<file path="config.mk">
export PLATFORM = sky130hd
export DESIGN_NAME = sync_fifo_param
export DESIGN_NICKNAME = d
export VERILOG_FILES = /design/src/rtl/sync_fifo_param.sv
export SDC_FILE = /design/constraint.sdc
export NUM_CORES = 1
export LEC_CHECK = 0
export ABC_CLOCK_PERIOD_IN_PS = 6100
export CORE_ASPECT_RATIO = 1.5
export CORE_MARGIN = 1
export CORE_UTILIZATION = 55
export CTS_BUF_LIST = sky130_fd_sc_hd__clkbuf_8
export DETAILED_ROUTE_END_ITERATION = 6
export HOLD_SLACK_MARGIN = 0.15
export PLACE_DENSITY = 0.7
export SYNTH_ARGS = -nofsm -noshare
export SYNTH_HDL_FRONTEND = slang
export SYNTH_SLANG_ARGS = --single-unit
</file>
<file path="constraint.sdc">
create_clock -name clk -period 6.1 [get_ports clk]
set_input_delay 0.915 -clock clk [delete_from_list [all_inputs] [get_ports clk]]
set_output_delay 0.915 -clock clk [all_outputs]
set_load 0.02 [all_outputs]
</file>
<file path="src/rtl/sync_fifo_param.sv">
// Parameterised single-clock FIFO with active-low strobes, registered occupancy flags
// and one-cycle overflow/underflow pulses for rejected requests.
module sync_fifo_param #(
    parameter int W      = 8,
    parameter int L      = 5,
    parameter int AF_LVL = (1 << L) - 2,
    parameter int AE_LVL = 2
) (
    input  logic         clk,
    input  logic         rst_n,
    input  logic         wr_n,
    input  logic [W-1:0] din,
    input  logic         rd_n,
    output logic [W-1:0] dout,
    output logic         full,
    output logic         empty,
    output logic         almost_full,
    output logic         almost_empty,
    output logic [L:0]   count,
    output logic         overflow,
    output logic         underflow
);

    localparam int         DEPTH    = 1 << L;
    localparam logic [L:0] FULL_CNT = (L + 1)'(DEPTH);
    localparam logic [L:0] AF_CNT   = (L + 1)'(AF_LVL);
    localparam logic [L:0] AE_CNT   = (L + 1)'(AE_LVL);

    logic [W-1:0] mem [DEPTH];
    logic [L-1:0] wr_ptr;
    logic [L-1:0] rd_ptr;
    logic         wr_acc;
    logic         rd_acc;
    logic [L:0]   count_next;

    // A write into a full FIFO is still legal when a read frees a slot on the same edge.
    always_comb begin
        // NOTE: every combinational output gets a default first so no latch is inferred.
        rd_acc     = !rd_n && !empty;
        wr_acc     = !wr_n && (!full || rd_acc);
        count_next = count;
        if (wr_acc && !rd_acc) begin
            count_next = count + (L + 1)'(1);
        end else if (rd_acc && !wr_acc) begin
            count_next = count - (L + 1)'(1);
        end
    end

    // NOTE: the storage array has no reset; only pointers and count define its contents.
    always_ff @(posedge clk) begin
        if (wr_acc) begin
            mem[wr_ptr] <= din;
        end
    end

    // NOTE: sequential state uses non-blocking assignments so all registers update together.
    always_ff @(posedge clk or negedge rst_n) begin
        if (!rst_n) begin
            wr_ptr       <= '0;
            rd_ptr       <= '0;
            count        <= '0;
            dout         <= '0;
            full         <= 1'b0;
            empty        <= 1'b1;
            almost_full  <= 1'b0;
            almost_empty <= 1'b1;
            overflow     <= 1'b0;
            underflow    <= 1'b0;
        end else begin
            if (wr_acc) begin
                wr_ptr <= wr_ptr + L'(1);
            end
            if (rd_acc) begin
                dout   <= mem[rd_ptr];
                rd_ptr <= rd_ptr + L'(1);
            end
            // Flags come from the next count so they stay in step with count every cycle.
            count        <= count_next;
            full         <= (count_next == FULL_CNT);
            empty        <= (count_next == '0);
            almost_full  <= (count_next >= AF_CNT);
            almost_empty <= (count_next <= AE_CNT);
            overflow     <= !wr_n && !wr_acc;
            underflow    <= !rd_n && !rd_acc;
        end
    end

endmodule

</file>
# Yosys cells after proc, flatten, opt, wreduce, memory -nomap -nowiden
# Memory sizes are Yosys's and may differ from the RTL's. A register that Yosys moved wholly into a read port is not among the register bits.
# Index checks and enable logic that the tools add are counted.
# classes
bitwise,0
n_reduce_logical,15
shift,0
n_eq_ne,1
magnitude_cmp,2
addsub,4
mux,4
multipliers,0
n_div,0
# ops
op,n
$mux 6,2
$add 5x1->5 const B,2
$logic_not 1->1,7
$add 6x1->6 const B,1
$eq 6x6->1 const B,1
$ge 6x5->1 const B,1
$le 6x2->1 const B,1
$logic_and 1x1->1,6
$logic_not 6->1,1
$sub 6x1->6 const B,1
$mux 1,2
$logic_or 1x1->1,1
# totals
wordCells,36
mem_bits_ro,0
mem_count,1
ramBits,256
regBits,22
latch_bits,0
output_inout_bits,20
# memory_table
memory,depth,width,read_ports,rd_ports_with_merged_regs,write_ports,line_no,text
mem,32,8,1,1,1,29,logic [W-1:0] mem [DEPTH];

# Depth between registers and ports, before layout
# logic_depth
ltp_word,9
depth_mapped,7
mapped_depth_nobuf,7

# Least setup slack after synthesis
# OpenSTA, ideal clock, no wires.
# synth_path
path_kind,input to register
startpoint,input port rd_n
endpoint,"memory mem[11][0], enable pin"
path_slack_ns,3.496
path_buffers,2
arrival_time_ns,2.234
path_stages,6
path_cell_list,or2_1 -> clkbuf_1 -> a21oi_2 -> nand2_1 -> clkbuf_1 -> nor2_1
# synth_between
elab_chain_len,6
# synth_rtl
item,line_no,text
start: declaration,13,"input logic rd_n,"
$logic_not 1->1,39,rd_acc = !rd_n && !empty;
$logic_and 1x1->1,39,
$logic_or 1x1->1,40,wr_acc = !wr_n && (!full || rd_acc);
$logic_and 1x1->1,40,
$mux 1,51,if (wr_acc) begin
$mux 1 (not written as such),52,mem[wr_ptr] <= din;
end: declaration,29,
# Every way passes these cells.

# Worst setup path in the final report
# layout_path
startpoint,input port rd_n
endpoint,"memory mem[12][5], enable pin"
# Same word-level chain as after synthesis.

==> metrics.md <==
| Metric | Value |
|---|---|
| Async SR Flop Fraction | `10.49%` |
| Number of sinks driven by the clock tree | `286` |
| Status | `finished clean` |
| Worst Path Max Fanout | `13` |
| Highest metal layer with signal wires | `met4` |
| FF/Latch Area | `8444 sq um` |
| Initial antenna violation count | `0` |
| Synth top area cells | `sky130_fd_sc_hd__edfxtp_1 66%, sky130_fd_sc_hd__mux2i_1 6.2%, sky130_fd_sc_hd__dfrtp_1 6.0%` |
| Worst path slowest cell | `sky130_fd_sc_hd__nor2_1` |
| Maximum vdd ir drop | `0.2122 mV` |
| Family with the most delay on the worst path | `simple AND/OR/NAND/NOR gates` |
| Vias per cell | `6.182` |
| Mean cell area of the mapped netlist | `16.44 sq um` |
| Most used flip-flop cell after synthesis | `sky130_fd_sc_hd__edfxtp_1` |
| Startpoint of the most critical hold path | `rd_ptr[4]` |
| Overall routing resource usage | `24.99%` |
| Reg2reg start | `rd_ptr[0]` |
| Wire length of the first global-routing pass | `39.14 mm` |
| Via count of the first global-routing pass | `6594` |
| Tightest Pin Transition | `1180 ps` |
| Detailed Routing Iterations Pass 1 | `5` |
| DR WL met2 | `14.48 mm` |
| Port buffer count | `31` |
| Post-synthesis cell type with the largest combined area | `sky130_fd_sc_hd__edfxtp_1` |
| Synth warnings | `0` |
| DR DRC count | `0` |
| Met1 routed wirelength after detailed routing | `9.437 mm` |
| Number of core rows | `64` |
| Crit path required time | `6250 ps` |
| Number of register bits inferred by synthesis | `286` |
| Classification of the worst setup path | `input pin to flip-flop` |
| Share of layout cells above drive strength 1 | `15.16%` |
| Peak Freq | `302.4 MHz` |
| CTS H-tree depth | `2` |
| Number of fillers in the final layout | `1455` |
| Most common library cell in the layout ignoring fill and taps | `sky130_fd_sc_hd__edfxtp_1` |
| Worst path cell trace | `clkdlybuf4s50_1 -> or2_1 -> a21oi_2 -> nand2_1 -> nor2_1` |
| Cell count after synthesis | `705` |
| RSZ-0062 raised after global routing | `no` |
| Leak pwr | `4.345 nW` |
| Via count | `6405` |
| Portion of the clock cycle consumed by the worst path in the final layout | `54.20%` |
| CP Launch Type | `input pin` |
| Post-layout instance area | `12890 sq um` |
| Slowest Stage Delay on Critical Path | `690 ps` |
| Iteration-0 DRC Markers | `693` |
| Worst Clk Skew | `15.03 ps` |
| Width of the die | `120.5 microns` |
| Wire length per cell | `25.36 microns` |
| Largest net degree at the start of global routing | `67` |
| Antenna Violating Nets Remaining | `0` |
| Total area of multi-input combinational cells | `2912 sq um` |
| Timing startpoint of the critical path | `rd_n` |
| Synthesized netlist net count | `724` |
| Total routed wirelength | `26.28 mm` |
| Time the worst path needs with I/O delays and setup | `3306 ps` |
| Placer Congestion | `0.9163` |
| Core region area | `20500 sq um` |
| TritonCTS clock tree | `yes` |
| Clock insertion delay at the later pin of the skew report | `520 ps` |
| Number of endpoints failing setup at the final stage | `0` |
| Root buf cell | `sky130_fd_sc_hd__clkbuf_8` |
| Synth top area share | `66.34%` |
| Number of distinct standard cells referenced by the synthesized netlist | `54` |
| Dpl ws | `2331 ps` |
| Path type of the worst min-delay path | `flip-flop to flip-flop` |
| Reported max-cap violation count | `0` |
| Critical path capture point type | `flip-flop` |
| Clock transition at the registers of the reported paths | `60 ps` |
| Initial cell density of the core | `56.52%` |
| Total count of max-transition violations in the final report | `0` |
| Placed inst area | `12010 sq um` |
| Post-synth EDFFs | `256` |
| Number of gates resized after cts | `0` |
| I/O pin total | `32` |
| Maximum buffer depth of the clock tree | `3` |
| Min Hold Slack | `524.2 ps` |
| Setup ws final | `2794 ps` |
| Worst endpoint data arrival time | `3450 ps` |
| Power per unit of standard cell area | `453.4 nW/um^2` |
| Final hold viol count | `0` |
| Leading cell types in the layout, fill and taps excluded | `256 x sky130_fd_sc_hd__edfxtp_1, 72 x sky130_fd_sc_hd__mux2i_1, 51 x sky130_fd_sc_hd__nor2_1, 42 x sky130_fd_sc_hd__clkbuf_8, 29 x sky130_fd_sc_hd__o21ai_0` |
| Fin Setup TNS | `0 ps` |
| Hold bufs inserted after CTS | `0` |
| Die ar. | `21660 sq um` |
| Antenna diode count | `0` |
| Buffer and inverter count on the worst path | `1` |
| Combined area of all synthesized cells | `11590 sq um` |
| Number of buffers created by CTS | `40` |
| Half-perimeter wire length of the detailed placement result | `16.73 mm` |
| Die boundary height | `179.8 microns` |
| Area growth from synthesis to final layout | `11.23%` |
| Net count, final | `759` |
| Max-slew headroom at the worst pin | `21.16%` |
| Seq/Total Area, Yosys | `72.84%` |
| Overflow left after global routing | `0` |
| Sum of met3 wire segment lengths after detailed routing | `1.414 mm` |
| Count of buffers added by post-CTS timing repair for setup | `0` |
sequential cells by signal, summed over array words and instances (netlist names):
signal	flops
overflow	1
empty	1
underflow	1
rd_ptr	5
wr_ptr	5
almost_empty	1
dout	8
count	6
almost_full	1
full	1
mem	256
routing by layer:
layer / track usage, % / vias up
met1: 28.77 / 3214
met5: 0 / -
met4: 10.77 / 0
met3: 3.173 / 62
li1: - / 2850
met2: 46.02 / 279
path summary, 6_finish.rpt:
check	endpoint	slack, ps	cells past startpoint
max	mem[12][5]	2790	5
min	rd_ptr[4]	520	1
max reg2reg	dout[4]	2830	5
min reg2reg	rd_ptr[4]	520	1
max in group asynchronous	rd_ptr[0]	5000	2
min in group asynchronous	count[5]	780	2
through the flow:
step	power, mW	cells	utilization (%)
3_5_place_dp	4.280	962	58.60
5_1_grt	6.077	1036	62.87
6_report	5.844	1036	62.87
2_1_floorplan	3.739	705	-
3_3_place_gp	4.235	962	58.60
4_1_cts	5.854	1036	62.87
Yosys cell counts (all sizes together), types with 9 or more instances:
| master | number |
|---|---|
| nor2b | 11 |
| nand2 | 18 |
| nor2 | 51 |
| xnor2 | 9 |
| mux4 | 16 |
| a32oi | 9 |
| o22ai | 9 |
| a221oi | 16 |
| nand3 | 20 |
| o21ai | 30 |
| mux2i | 72 |
| buf | 22 |
| dfrtp | 28 |
| clkbuf | 21 |
| a21oi | 27 |
| edfxtp | 256 |
| mux2 | 16 |
logic make-up (layout without fill, tap and decap cells):
family / count (synthesis) / after routing / synth area share (%)
xor+xnor: 10 / 10 / 0.8207
fa+ha+maj: 7 / 7 / 0.7558
compound gates: 121 / 121 / 6.954
buf+inv: 48 / 115 / 2.030
flops: 286 / 286 / 72.84
simple gates: 129 / 129 / 5.712
mux: 104 / 104 / 10.88
cell type report:
class,instances,share of cell area [%]
inverters,5,0.1456
well taps,264,2.563
multi-input cells,371,22.59
repair buffers,36,2.388
clock buffers,42,4.485
flip-flops and latches,286,65.52
clock inverters,32,2.310
where the power goes:
| group | internal [mW] | leakage, nW | switching, mW |
|---|---|---|---|
| clock network | 0.900 | 0.477 | 0.683 |
| registers | 2.34 | 2.66 | 0.249 |
| logic | 0.682 | 1.21 | 0.993 |
| total | 3.92 | 4.35 | 1.93 |
No activity file was read; power rests on OpenSTA's default activity.
